===== src/rtl/mul_repadd_param.sv =====
// mul_repadd_param: multiplies two WIDTH-bit operands (unsigned or two's
// complement) by adding the larger magnitude into an accumulator once per
// clock while a down-counter holds the smaller magnitude.
// Handshake: start is accepted only in IDLE; busy is high outside IDLE;
// done pulses for one cycle when product is valid.
module mul_repadd_param #(
    parameter int WIDTH  = 8,
    parameter int SIGNED = 0
) (
    input  logic                 clk,
    input  logic                 rst,
    input  logic                 start,
    input  logic [WIDTH-1:0]     a,
    input  logic [WIDTH-1:0]     b,
    output logic                 busy,
    output logic                 done,
    output logic [2*WIDTH-1:0]   product
);

    localparam int PW = 2 * WIDTH;

    typedef enum logic [1:0] {
        S_IDLE = 2'd0,
        S_CALC = 2'd1,
        S_DONE = 2'd2
    } state_t;

    state_t r_state;
    state_t w_next;

    logic [PW-1:0]    r_acc;
    logic [WIDTH-1:0] r_cnt;
    logic [WIDTH-1:0] r_addend;
    logic             r_neg;
    logic [PW-1:0]    r_product;

    logic [WIDTH-1:0] w_mag_a;
    logic [WIDTH-1:0] w_mag_b;
    logic [WIDTH-1:0] w_min;
    logic [WIDTH-1:0] w_max;
    logic             w_neg;
    logic [PW-1:0]    w_sum;
    logic             w_last;

    // Magnitude held as WIDTH-bit unsigned, so the most negative value maps exactly.
    function automatic logic [WIDTH-1:0] f_mag(input logic [WIDTH-1:0] x);
        if ((SIGNED != 0) && x[WIDTH-1])
            return (~x) + {{(WIDTH-1){1'b0}}, 1'b1};
        else
            return x;
    endfunction

    // Applies the latched sign to the unsigned accumulated result.
    function automatic logic [PW-1:0] f_apply_sign(input logic neg, input logic [PW-1:0] x);
        if (neg)
            return (~x) + {{(PW-1){1'b0}}, 1'b1};
        else
            return x;
    endfunction

    assign w_mag_a = f_mag(a);
    assign w_mag_b = f_mag(b);
    // Ties take |a| as the addend.
    assign w_max   = (w_mag_a >= w_mag_b) ? w_mag_a : w_mag_b;
    assign w_min   = (w_mag_a >= w_mag_b) ? w_mag_b : w_mag_a;
    assign w_neg   = (SIGNED != 0) ? (a[WIDTH-1] ^ b[WIDTH-1]) : 1'b0;
    assign w_sum   = r_acc + {{WIDTH{1'b0}}, r_addend};
    assign w_last  = (r_cnt == {{(WIDTH-1){1'b0}}, 1'b1});

    // State register.
    always_ff @(posedge clk) begin
        if (rst)
            r_state <= S_IDLE;
        else
            r_state <= w_next;
    end

    // Next-state decode.
    always_comb begin
        w_next = r_state;
        case (r_state)
            S_IDLE: begin
                if (start)
                    w_next = (w_min == '0) ? S_DONE : S_CALC;
            end
            S_CALC: begin
                if (w_last)
                    w_next = S_DONE;
            end
            S_DONE:  w_next = S_IDLE;
            default: w_next = S_IDLE;
        endcase
    end

    // Outputs decoded from the registered state only.
    always_comb begin
        busy    = (r_state != S_IDLE);
        done    = (r_state == S_DONE);
        product = r_product;
    end

    // Accumulator, counter and result register.
    always_ff @(posedge clk) begin
        if (rst) begin
            r_acc     <= '0;
            r_cnt     <= '0;
            r_product <= '0;
        end else begin
            case (r_state)
                S_IDLE: begin
                    if (start) begin
                        r_acc    <= '0;
                        r_cnt    <= w_min;
                        r_addend <= w_max;
                        r_neg    <= w_neg;
                        if (w_min == '0)
                            r_product <= '0;
                    end
                end
                S_CALC: begin
                    r_acc <= w_sum;
                    r_cnt <= r_cnt - {{(WIDTH-1){1'b0}}, 1'b1};
                    if (w_last)
                        r_product <= f_apply_sign(r_neg, w_sum);
                end
                default: ;
            endcase
        end
    end

endmodule


===== config.mk =====
export PLATFORM = sky130hd
export DESIGN_NAME = mul_repadd_param
export DESIGN_NICKNAME = d
export VERILOG_FILES = /design/src/rtl/mul_repadd_param.sv
export SDC_FILE = /design/constraint.sdc
export NUM_CORES = 1
export LEC_CHECK = 0
export BUFFER_PORTS_ARGS = -buffer_cell sky130_fd_sc_hd__buf_2
export CAP_MARGIN = 20
export CORE_MARGIN = 2
export CORE_UTILIZATION = 50
export DETAILED_ROUTE_END_ITERATION = 7
export HOLD_SLACK_MARGIN = 0.15
export PLACE_DENSITY = 0.7
export SYNTH_ARGS = -nofsm -noshare
export SYNTH_HDL_FRONTEND = slang
export SYNTH_SLANG_ARGS = --single-unit

===== constraint.sdc =====
create_clock -name clk -period 5.3 [get_ports clk]
set_clock_uncertainty 0.2 [all_clocks]
set_input_delay 0.53 -clock clk [delete_from_list [all_inputs] [get_ports clk]]
set_output_delay 0.53 -clock clk [all_outputs]
set_load 0.005 [all_outputs]

[Word-level counts from Yosys, hierarchy flattened]
Cells that the tools add are included.
Storage, ports and cells
  register bits after elaboration: 50
  output and inout port bits: 18
Operators by class
  add/subtract/negate cells: 2
  magnitude comparators: 1
  equal/unequal tests: 6
  muxes and demuxes: 14
  bitwise logic cells: 1
  reductions and logical operators: 8
Operator list (count)
  16-bit two-way mux: 4
  16-bit one-hot mux with 2 select lines: 2
  8-bit two-way mux: 3
  16-bit by 8-bit adder with 16-bit output: 1
  8-bit one-hot mux with 2 select lines: 1
  8-bit by 1-bit equality test with 1-bit output (second input constant): 1
  8-bit greater-or-equal comparator: 1
  8-bit zero test: 1
  8-bit by 1-bit subtractor with 8-bit output (second input constant): 1
  2-bit two-way mux: 3
  2-bit inequality test (second input constant): 3
  2-bit one-hot mux with 2 select lines: 1
  2-bit AND reduction: 2
  4-bit AND reduction: 1
  2-bit nonzero test: 2
  3-bit AND reduction: 1
  2-bit by 1-bit equality test with 1-bit output (second input constant): 1
  2-bit equality test (second input constant): 1
  2-bit zero test: 1
  1-bit inverter: 1

[Depth between registers and ports, before layout]
  word-level depth: 6
  mapped depth: 9
  mapped depth without buffers: 8

[Worst setup path after synthesis]
OpenSTA, ideal clock, no wires.
  path type: input to register
  start point: in b[7]
  end point: reg r_product[6], in the netlist product[6]
  library setup time: 0.070 ns
  data arrival time: 2.380 ns
  required time: 5.030 ns
  setup slack: 2.650 ns
  stages: 8
  path through: inv_1 -> ha_1 -> and2_1 -> nand3_1 -> o31ai_4 -> a211oi_2 -> or4_1 -> a21oi_1
On the way
  word-level cells in the longest chain between the ends: 5
Ends and longest elaborated chain
  start, declared: line 14  | input logic [WIDTH-1:0] b,
  8-bit greater-or-equal comparator: line 65  | assign w_min = (w_mag_a >= w_mag_b) ? w_mag_b : w_mag_a;
  8-bit two-way mux (*): line 65
  8-bit zero test (*): line 116  | if (w_min == '0)
  2-bit inequality test (no source line) (*)
  4-bit AND reduction (no source line) (*)
  end signal, assigned: line 124  | r_product <= f_apply_sign(r_neg, w_sum);
  end, declared: line 35  | logic [PW-1:0] r_product;
Every way passes the cells marked *; elsewhere a longest branch is shown, timed or not.
A chain may end at the register's enable or synchronous reset.

[Worst setup path in the final report]
  start point: in a[0]
  end point: reg r_product[6], in the netlist product[6]
On the way
  word-level cells in the longest chain between the ends: 5
Ends and longest elaborated chain
  start, declared: line 13  | input logic [WIDTH-1:0] a,
  8-bit greater-or-equal comparator: line 65
  8-bit two-way mux (*): line 65
  8-bit zero test (*): line 116
  2-bit inequality test (no source line) (*)
  4-bit AND reduction (no source line) (*)
Marked as above.

==> flow_metrics.env <==
export IMPL_drt_pass1_iterations=4
export IMPL_ys_top_cells_by_area="dfxtp_1 28%, edfxtp_1 8.1%, ha_1 7.6%"
export IMPL_synth_area_sq_um=2960
export IMPL_routedWlPerCell_um=14.3
export IMPL_start_kind="primary input"
export IMPL_drt_total_wl_um=6560
export IMPL_whs_ns=0.264
export IMPL_drt_iter0_markers=152
export IMPL_fillers=584
export IMPL_min_period_ns=2.80
export IMPL_p_seq_share_pct=47.8
export IMPL_wl_met1_um=3190
export IMPL_clock_latency_ns=0.30
export IMPL_min_delay_start="r_cnt[5]"
export IMPL_hold_path_class="reg2reg"
export IMPL_synth_xor_area_share_pct=3.55
export IMPL_antennaDiodeCount=0
export IMPL_syn_nets=394
export IMPL_remaining_drc_errors=0
export IMPL_dr_total_vias=2605
export IMPL_die_area_sq_um=6550
export IMPL_slew_headroom_pct=37.4
export IMPL_drv_slew=0
export IMPL_power_share_switching_pct=32.9
export IMPL_gp_congestion=0.824
export IMPL_finalCritPeriodShare_pct=52.9
export IMPL_synth_avg_cell_area_sq_um=8.31
export IMPL_cts_buffer_depth=2
export IMPL_setup_viol=0
export IMPL_grt_max_degree=44
export IMPL_cts_made_buffers=5
export IMPL_route_met3_wl_um=314
export IMPL_yosys_warnings=0
export IMPL_path_clk_slew_ns=0.09
export IMPL_grt_first_pass_wirelength_um=11000
export IMPL_arrival_ns=2.76
export IMPL_root_buffer="clkbuf_8"
export IMPL_status="finished clean"
export IMPL_synthCells=356
export IMPL_slowest_delay_ns=0.78
export IMPL_die_y_um=80.9
export IMPL_synth_edf_count=8
export IMPL_ant_nets=0
export IMPL_portBuffers=36
export IMPL_htreeDepth=2
export IMPL_regToRegStartpoint="r_addend[1]"
export IMPL_synth_compound_area_share_pct=26.9
export IMPL_synth_area_leader_cell="dfxtp_1"
export IMPL_num_nets_final=419
export IMPL_die_w_um=80.9
export IMPL_ys_ff_latch=50
export IMPL_post_cts_resized=0
export IMPL_fin_util_pct=56.1
export IMPL_coreArea_sq_um=5820
export IMPL_routed_top_layer="met4"
export IMPL_tightest_slew_ns=0.937
export IMPL_drv_cap=0
export IMPL_cp_end_kind="register"
export IMPL_yosysMostFrequentCell="dfxtp_1"
export IMPL_cts_tree="built"
export IMPL_hold_viol_final=0
export IMPL_grt_antenna_before_repair=0
export IMPL_final_layout_size_suffix_gt1_share_pct=14.7
export IMPL_ir_worst_vdd_mv=0.178
export IMPL_dp_hpwl_um=4780
export IMPL_synthArstFlopShare_pct=0
export IMPL_ys_types=49
export IMPL_path_max_fanout=17
export IMPL_cp_cell_sequence="buf_2 > inv_1 > ha_1 > nand2b_1 > a2111oi_4 > o31ai_4 > a211oi_2 > or4_1 > a21oi_1"
export IMPL_p_leak_uw=0.00131
export IMPL_synthTopCellsByCount="42 x dfxtp_1, 39 x a21oi_1, 37 x o21ai_0"
export IMPL_ctsHoldBuffers=0
export IMPL_synth_top_area_share_pct=28.4
export IMPL_switchingPower_uw=299
export IMPL_yosys_area_share_simple_pct=18.2
export IMPL_initial_core_util_pct=50.9
export IMPL_synth_seq_area_share_pct=36.5
export IMPL_cts_sinks=50
export IMPL_p_int_uw=610
export IMPL_synthAdderAreaFrac_pct=8.29
export IMPL_grt_overflow_total=0
export IMPL_grt_use_total_pct=21.5
export IMPL_grt_pass1_vias=2409
export IMPL_cellPowerDensity_nw_per_um2=279
export IMPL_cp_startpoint="a[0]"
export IMPL_crit_required_ns=5.25
export IMPL_io_pins=37
export IMPL_grt_setup_unrepaired="false"
export IMPL_max_freq_ghz=0.357
export IMPL_core_rowCount=28
export IMPL_synthMuxAreaShare_pct=2.41
export IMPL_vias_per_cell=5.70
export IMPL_synth_top_family_by_area="compound AO/OA/AOI/OAI gates"
export IMPL_dr_wl_met2_um=2990
export IMPL_power_frac_comb_pct=26.9
export IMPL_crit_type="in2reg"
export IMPL_area_growth_pct=10.3
export IMPL_tns_ns=0
export IMPL_postCtsSetupBuffers=0
export IMPL_ys_flop_type="dfxtp_1"
export IMPL_crit_path_top_delay_cell="a211oi_2"
export IMPL_clockPowerShare_pct=25.3
==> final cells by class <==
type | count | area, sq um | area share, %
Timing Repair Buffer | 38 | 195 | 5.98
Tap cell | 75 | 93.8 | 2.87
Clock buffer | 6 | 82.6 | 2.53
Inverter | 12 | 45.0 | 1.38
Sequential cell | 50 | 1080 | 33.1
Clock inverter | 2 | 11.3 | 0.345
Multi-Input combinational cell | 274 | 1760 | 53.8
==> stage by stage <==
| step | cell area, sq um | setup slack (ns) | instances | total power (uW) |
|---|---|---|---|---|
| global route | 3260 | 2.20 | 457 | 968 |
| floorplan | 2960 | 2.65 | 356 | 623 |
| CTS | 3260 | 2.49 | 457 | 914 |
| detailed placement | 3170 | 2.18 | 449 | 686 |
| global placement | 3170 | 2.23 | 449 | 682 |
| finish | 3260 | 2.50 | 457 | 910 |
==> placed cells by master (no fill, tap or decap), types with 4 or more instances in the layout <==
cell type  instances
a21o_1             8
a21oi_1           39
a22oi_1            7
a311oi_1           5
a41oi_1            4
buf_2             36
clkbuf_8           6
dfxtp_1           42
edfxtp_1           8
ha_1              18
inv_1             12
mux2i_1            6
nand2_1           33
nand2b_1           4
nand3_1            7
nand4_1            4
nor2_1            32
nor2b_1            6
nor3_1             8
o21ai_0           37
o22ai_1            4
or3_1              4
xnor2_1           10
==> worst paths after layout <==
kind	endpoint	slack (ns)	depth (start not counted)
setup / recovery	product[6]	2.50	9
hold / removal	r_cnt[5]	0.26	2
setup reg to reg	product[15]	2.51	7
hold reg to reg	r_cnt[5]	0.26	2
==> layer usage <==
layer | vias up | global-route usage (%)
li1 | 1341 | -
met1 | 1185 | 29.2
met2 | 71 | 35.5
met3 | 8 | 3.78
met4 | 0 | 5.25
met5 | - | 0
==> power groups by stage <==
stage	Combinational, uW	Clock [uW]	Sequential, uW
finish	245	230	435
CTS	244	235	434
floorplan	187	0	436
global route	277	252	439
global placement	239	0	442
detailed placement	243	0	443
==> state kept, by name, indices dropped and copies added (netlist names) <==
register / flops
r_state: 2
r_acc: 16
r_addend: 8
product: 16
r_cnt: 8
==> worst max-delay path, delay by kind of cell <==
family / cells / cell delay, ns
compound gates: 4 / 1.40
simple gates: 2 / 0.40
fa+ha+maj: 1 / 0.27
buf+inv: 2 / 0.15
==> cell families after synthesis <==
logic type               Yosys count
AND/OR/NAND/NOR                  112
XOR/XNOR                          12
flip-flops                        50
AO/OA/AOI/OAI                    124
buffers and inverters             32
multiplexers                       7
adder cells (fa/ha/maj)           19
Power figures use the tool's default switching activity.
